$ cat config.mk
export PLATFORM = sky130hd
export DESIGN_NAME = fp_unit_scheduler
export DESIGN_NICKNAME = d
export VERILOG_FILES = /design/src/rtl/fp_sched_pkg.sv /design/src/rtl/rr_arbiter2.sv /design/src/rtl/fp_unit_scheduler.sv
export SDC_FILE = /design/constraint.sdc
export NUM_CORES = 1
export LEC_CHECK = 0
export CAP_MARGIN = 20
export CORE_MARGIN = 4
export CORE_UTILIZATION = 33
export DETAILED_ROUTE_END_ITERATION = 6
export GPL_ROUTABILITY_DRIVEN = 0
export GPL_TIMING_DRIVEN = 0
export PLACE_DENSITY_LB_ADDON = 0.08
export SYNTH_ARGS = -nofsm -noshare
export SYNTH_HDL_FRONTEND = slang
export SYNTH_SLANG_ARGS = --single-unit
$ cat constraint.sdc
create_clock -name clk -period 1.49 [get_ports clk]
set_input_delay 0.149 -clock clk [delete_from_list [all_inputs] [get_ports clk]]
set_output_delay 0.149 -clock clk [all_outputs]
set_load 0.005 [all_outputs]
$ cat src/rtl/fp_sched_pkg.sv
// Shared definitions for the floating-point unit scheduler: opcodes, FSM
// state encoding and default datapath widths.
package fp_sched_pkg;

  localparam int DATA_W_DEF = 32;
  localparam int MUL_W_DEF  = 56;

  localparam logic [1:0] OP_ADD = 2'b00;
  localparam logic [1:0] OP_SUB = 2'b01;
  localparam logic [1:0] OP_MUL = 2'b10;
  localparam logic [1:0] OP_RSV = 2'b11;

  typedef enum logic [1:0] {
    IDLE = 2'd0,
    EXEC = 2'd1,
    RESP = 2'd2
  } state_t;

endpackage

$ cat src/rtl/rr_arbiter2.sv
// Two-input round-robin grant. The pointer names the requester that wins a tie
// and moves to the other requester only when a grant is actually accepted.
module rr_arbiter2 (
  input  logic       clk,
  input  logic       rst,
  input  logic [1:0] req,
  input  logic       en,
  input  logic       accept,
  output logic [1:0] grant
);

  // 0 favours requester 0, 1 favours requester 1
  logic ptr;

  // combinational one-hot grant, suppressed when the scheduler is not idle
  always_comb begin
    grant = 2'b00;
    if (en) begin
      if (req[0] && (!req[1] || !ptr)) begin
        grant = 2'b01;
      end else if (req[1]) begin
        grant = 2'b10;
      end
    end
  end

  // pointer hands priority to the requester that did not just win
  always_ff @(posedge clk) begin
    if (rst) begin
      ptr <= 1'b0;
    end else if (accept) begin
      ptr <= grant[0];
    end
  end

endmodule

$ cat src/rtl/fp_unit_scheduler.sv
// Shares one combinational float add/sub + mul datapath between two
// requesters. Operands are registered onto the datapath, allowed LAT cycles to
// settle, and the captured result is returned with the issuing requester id.
//
// state | meaning
// IDLE  | arbitrating; winner's ready is high, handshake loads the datapath
// EXEC  | datapath settling; result captured when the settle counter hits 0
// RESP  | response held on rsp_* until the consumer accepts it
module fp_unit_scheduler
  import fp_sched_pkg::*;
#(
  parameter int DATA_W = DATA_W_DEF,
  parameter int MUL_W  = MUL_W_DEF,
  parameter int LAT    = 2
) (
  input  logic              clk,
  input  logic              rst,
  input  logic              req0_valid,
  output logic              req0_ready,
  input  logic [1:0]        req0_op,
  input  logic [DATA_W-1:0] req0_a,
  input  logic [DATA_W-1:0] req0_b,
  input  logic              req1_valid,
  output logic              req1_ready,
  input  logic [1:0]        req1_op,
  input  logic [DATA_W-1:0] req1_a,
  input  logic [DATA_W-1:0] req1_b,
  output logic [DATA_W-1:0] dp_a,
  output logic [DATA_W-1:0] dp_b,
  output logic              dp_add_sub,
  input  logic [DATA_W-1:0] dp_addsub_res,
  input  logic [MUL_W-1:0]  dp_mul_res,
  output logic              rsp_valid,
  input  logic              rsp_ready,
  output logic              rsp_id,
  output logic              rsp_err,
  output logic [MUL_W-1:0]  rsp_data
);

  state_t     state;
  logic [3:0] cnt;
  logic [1:0] op_q;
  logic       id_q;
  logic [1:0] grant;
  logic       accept;
  logic       win1;
  logic [1:0] win_op;

  rr_arbiter2 u_arb (
    .clk    (clk),
    .rst    (rst),
    .req    ({req1_valid, req0_valid}),
    .en     ((state == IDLE) && !rst),
    .accept (accept),
    .grant  (grant)
  );

  // a grant is only issued to a valid requester, so grant doubles as handshake
  assign req0_ready = grant[0];
  assign req1_ready = grant[1];
  assign accept     = |grant;
  assign win1       = grant[1];
  assign win_op     = win1 ? req1_op : req0_op;

  // sequencing FSM with registered datapath and response outputs
  always_ff @(posedge clk) begin
    if (rst) begin
      state      <= IDLE;
      cnt        <= '0;
      op_q       <= OP_ADD;
      id_q       <= 1'b0;
      dp_a       <= '0;
      dp_b       <= '0;
      dp_add_sub <= 1'b0;
      rsp_valid  <= 1'b0;
      rsp_id     <= 1'b0;
      rsp_err    <= 1'b0;
      rsp_data   <= '0;
    end else begin
      case (state)
        IDLE: begin
          if (accept) begin
            dp_a       <= win1 ? req1_a : req0_a;
            dp_b       <= win1 ? req1_b : req0_b;
            dp_add_sub <= (win_op == OP_ADD);
            op_q       <= win_op;
            id_q       <= win1;
            cnt        <= 4'(LAT - 1);
            state      <= EXEC;
          end
        end
        EXEC: begin
          if (cnt != 4'd0) begin
            cnt <= cnt - 4'd1;
          end else begin
            rsp_valid <= 1'b1;
            rsp_id    <= id_q;
            case (op_q)
              OP_MUL: begin
                rsp_data <= dp_mul_res;
                rsp_err  <= 1'b0;
              end
              OP_RSV: begin
                rsp_data <= '0;
                rsp_err  <= 1'b1;
              end
              default: begin
                rsp_data <= {{(MUL_W - DATA_W){1'b0}}, dp_addsub_res};
                rsp_err  <= 1'b0;
              end
            endcase
            state <= RESP;
          end
        end
        RESP: begin
          // returning to IDLE first keeps a new accept out of the handshake cycle
          if (rsp_ready) begin
            rsp_valid <= 1'b0;
            rsp_err   <= 1'b0;
            state     <= IDLE;
          end
        end
        default: state <= IDLE;
      endcase
    end
  end

endmodule

Word level (Yosys, flattened, before mapping)
Index checks and enable logic that the tools add are counted.
- $add $sub $neg: 1
- multiplexer cells: 20
- reductions and logical operators: 17
- eq/ne operators: 8
- bitwise operators: 1
- operators by type and width (operator ; number):
    $pmux W56 S2 ; 1
    $mux W32 ; 2
    $mux W2 ; 7
    $reduce_and A3 Y1 ; 3
    $mux W4 ; 2
    $ne A2 B2 Y1 const B ; 4
    $pmux W4 S2 ; 1
    $eq A2 B2 Y1 const B ; 3
    $pmux W2 S3 ; 1
    $logic_not A2 Y1 ; 2
    $mux W1 ; 4
    $pmux W1 S2 ; 2
    $reduce_and A2 Y1 ; 2
    $reduce_bool A2 Y1 ; 2
    $reduce_bool A4 Y1 ; 1
    $sub A4 B1 Y4 const B ; 1
    $logic_not A1 Y1 ; 3
    $eq A2 B1 Y1 const B ; 1
    $logic_and A1 B1 Y1 ; 2
    $reduce_or A2 Y1 ; 1
    $logic_or A1 B1 Y1 ; 1
    $not A1 Y1 ; 1
- flip-flop bits (word level): 134
- bits of input ports: 225
- output and inout bits: 126
- logic and storage cells: 59

Longest topological paths before layout
- word-level depth: 8
- gate-level depth with buffers: 8
- gate-level depth less buffers: 6

Cells and area by module
A second synthesis with hierarchy kept.
- cell total of the unflattened synthesis: 665
- area total of the unflattened synthesis: 6178.4 um^2
- modules (own cells, without submodules) (module ; seq. area each (um^2) ; cells each ; area each (um^2) ; times used):
    fp_unit_scheduler ; 2662.6 ; 656 ; 6112.1 ; 1
    rr_arbiter2 ; 20.0 ; 9 ; 66.3 ; 1

Least setup slack after synthesis
OpenSTA, ideal clock, no wires.
- kind: reg-to-reg
- start point: register cnt[0]
- end point: register rsp_data[14]
- cell stages (with the launch flop): 9
- data required time: 1412 ps
- library setup time: 78 ps
- path slack: -27 ps
- arrival time: 1439 ps
- buffers on the path: 2
- cell sequence: dfxtp_1 -> inv_1 -> ha_1 -> or3b_4 -> nor2_4 -> buf_6 -> buf_6 -> nor2_1 -> nor3_1
- cells in the longest elaborated chain, start to end: 3
- ends and longest elaborated chain (item ; RTL line ; source):
    start: declaration ; fp_unit_scheduler.sv:41 ; logic [3:0] cnt;
    start signal: assignment ; fp_unit_scheduler.sv:88 ; cnt <= 4'(LAT - 1);
    start signal: assignment ; fp_unit_scheduler.sv:94 ; cnt <= cnt - 4'd1;
    $reduce_bool A4 Y1 ; fp_unit_scheduler.sv:93 ; if (cnt != 4'd0) begin
    $not A1 Y1 (no line) ; - ;
    $reduce_and A2 Y1 (no line) ; - ;
    end signal: assignment ; fp_unit_scheduler.sv:100 ; rsp_data <= dp_mul_res;
    end signal: assignment ; fp_unit_scheduler.sv:108 ; rsp_data <= {{(MUL_W - DATA_W){1'b0}}, dp_addsub_res};
    end: declaration ; fp_unit_scheduler.sv:37 ; output logic [MUL_W-1:0] rsp_data
No other way between the ends.
A chain may end at the register's enable or synchronous reset.

Worst setup path after layout
- start point: register cnt[0]
- end point: register rsp_data[23]
Same word-level chain as after synthesis.

==> impl_metrics.ini <==
[run_status]
status = finished with violations
violations = negative setup slack

[global_route]
grt_pass1_wl_mm = 34.08
grt_pass1_vias = 6329
antenna_found_initial = 0
grt_usage_pct = 23.57
grt_max_degree = 17
grt.overflow.total = 0

[drt]
wl_mm = 24.41
drc = 0
drt-wirelength-per-cell_um = 18.46
vias = 6683
drtIter0Drc = 297
first_pass_iters = 4
ant_nets = 0
via_per_inst = 5.055

[critical_path]
arrival_ns = 1.96
crit_path_start_kind = flop
r2r_setup_slack_ns = -0.20
reg2reg_from = cnt[0]
r2r_cells = 7
criticalPathCategory = flop to flop
end_kind = flop
cp.required_ns = 1.76
cp_max_fo = 10
worstReg2RegEnd = rsp_data[23]

[worst_hold_path]
hold_start = req0_a[25]
hp-class = primary input to flop
hold_end = dp_a[25]
whs_path_depth = 3

[synthesis]
synth_seq_cells = 134
yosysSeqAreaShare_pct = 49.02
synth_top_flop_cell = dfxtp_1
yosysWarningCount = 0
syn_nets = 912
async_flop_share_pct = 0
netlist_area_sq_mm = 0.005473
syn_inst = 685
synth-edff-count = 0
synth.distinct_cells = 37
syn_area_per_cell_sq_um = 7.989

[power_and_ir_drop]
clock_power_share_pct = 36.1
ir_worst_vdd_mv = 0.9215
finalPower_mw = 12.43
p_leak_nw = 4.591
p_seq_share_pct = 33.9
comb_power_share_pct = 30.0
powerDensity_mw_per_mm2 = 1087
intPower_mw = 8.989
swShare_pct = 27.70
netSwitchingPower_mw = 3.445

[placed_design]
hpwl_mm = 17.25
portBuffers = 350
post-place-cells = 1251
dpl_cell_area_sq_mm = 0.009266

[layout]
fin_area_sq_mm = 0.01144
diodes = 0
final_cells = 1322
drive_above_1_share_pct = 25.41
area_delta_synth_final_pct = 109.0
fin_nets = 1321

[clock_network]
clock_latency_ns = 0.42
clkTransAtPathRegs_ns = 0.06
cts_root_buffer = clkbuf_16
htreeDepth = 4
cts_made_buffers = 17
tritoncts = built
cts_buffer_depth = 2
clock_sinks = 134

[sta]
fin_crit_ns = 1.689
finalHoldViolations = 0
worst_pin_slew_ns = 0.6939
rsz0062_at_grt = true
setup_violations = 114
timing.fmax_mhz = 592.1
slew_violations = 0
slew_headroom_pct = 53.74
worst_slack_ns = -0.1988
finalClockSkew_ns = 0.01033
fin_crit_sh_pct = 113.3
setup_tns_ns = -11.22

[floorplanning]
core_sq_mm = 0.01606
die_h_um = 136.8
ioPinCount = 351
initial_core_util_pct = 34.08
die_area_sq_mm = 0.01871
die_w_um = 136.8
placementRows = 46

[job]
cap_violations = 0
[critical path, cell delays in order, from the launching register on]
cell and delay (ns):
dfxtp_2 0.32, inv_2 0.07, ha_4 0.13, nor3b_4 0.23, nand2_4 0.12, clkbuf_4 0.21
a221oi_1 0.35, nor3_2 0.10
[synth_stat cells (all sizes together) (2+ instances only)]
library cell    n  area share [%]
dfxtp         134              49
a31oi          67             7.7
or3             2            0.23
nor3           35             3.3
o21ai          67             6.1
nand2         162              11
xor2            2            0.32
buf            32             3.5
nand2b          2            0.23
nor2           38             2.7
a221oi         32             5.1
o211ai          2            0.27
ha              2            0.46
clkbuf         32             2.2
inv             5            0.34
nand3b          2            0.27
a21oi          30             2.7
nand3          28             2.7
or3b            2            0.37
[metal layers]
layer / share of wire [%] / track usage (%) / routed length [um] / vias to the layer above
met5: 0 / 0 / 0 / -
li1: - / - / - / 3261
met1: 37 / 25.94 / 9061 / 3149
met3: 10 / 8.934 / 2442 / 21
met4: 1.3 / 7.151 / 319 / 0
met2: 52 / 42.06 / 12580 / 252
[sequential cells by signal (all words and copies together) (netlist names), 2 cells and up]
register	cells
cnt	4
dp_a	32
dp_b	32
op_q	2
rsp_data	56
state	2
[cells in the final DEF, fill, tap and decap left out, types with 15 or more instances in the layout]
master           count
clkdlybuf4s50_1    329
dfxtp_1            129
nand2_1             98
a31oi_1             62
o21ai_0             58
nand2_2             52
clkbuf_16           28
buf_6               25
buf_4               22
nand3_1             20
a21oi_1             20
nor2_1              19
nor3_1              18
dlymetal6s2s_1      18
a221oi_1            17
nor3_2              16
a221oi_2            15
[kinds of logic after synthesis]
| group | share of synthesized area, % |
|---|---|
| XOR/XNOR | 0.3201 |
| AO/OA/AOI/OAI | 22.93 |
| adder cells (fa/ha/maj) | 0.4572 |
| flip-flops | 49.02 |
| buffers and inverters | 5.990 |
| AND/OR/NAND/NOR | 21.28 |
[power by group through the flow]
stage / Sequential (mW) / Clock [mW] / Combinational, mW
2_1_floorplan: 4.28 / 0 / 1.11
5_1_grt: 4.27 / 4.71 / 3.99
3_5_place_dp: 4.27 / 0 / 2.87
4_1_cts: 4.20 / 4.55 / 3.23
3_3_place_gp: 4.25 / 0 / 2.87
6_report: 4.22 / 4.49 / 3.73
[metrics by stage]
stage                     worst slack, ns  utilization [%]  hold WS, ns
after CTS                         -0.1455            64.91       0.2725
final                             -0.1988            71.23       0.2860
after global placement            -0.6790            57.71       0.4380
after floorplan                  -0.01092                -       0.2651
after detailed placement          -0.7084            57.71       0.4438
after global routing              -0.2844            71.23       0.2766
[worst max path at each step]
stage	from	end	slack, ns	cells after the start
2_1_floorplan	cnt[1]	rsp_err	-0.01	8
3_3_place_gp	rst	req1_ready	-0.68	6
5_1_grt	cnt[0]	rsp_data[23]	-0.28	7
4_1_cts	state[1]	req1_ready	-0.15	6
6_report	cnt[0]	rsp_data[23]	-0.20	7
3_5_place_dp	rst	dp_b[1]	-0.71	6
[final cells by class]
cell class	instances	area [sq um]
plain buffers	62	563.0
clock buffers	19	452.9
clock inverters	12	177.7
fillers	1230	4619
inverters	5	21.27
multi-input cells	482	3123
flip-flops and latches	134	2694
well taps	216	270.3
repair buffers	392	4136
[repair_timing]
action | 4_1_cts | 5_1_grt
endpoints found under the hold margin | 0 | 0
pin swaps | 23 | 139
hold buffers | 0 | 0
cloned | 1 | 12
setup buffers | 18 | 12
resized for setup | 127 | 200
endpoints found under the setup margin | 136 | 149
Power figures use the tool's default switching activity.
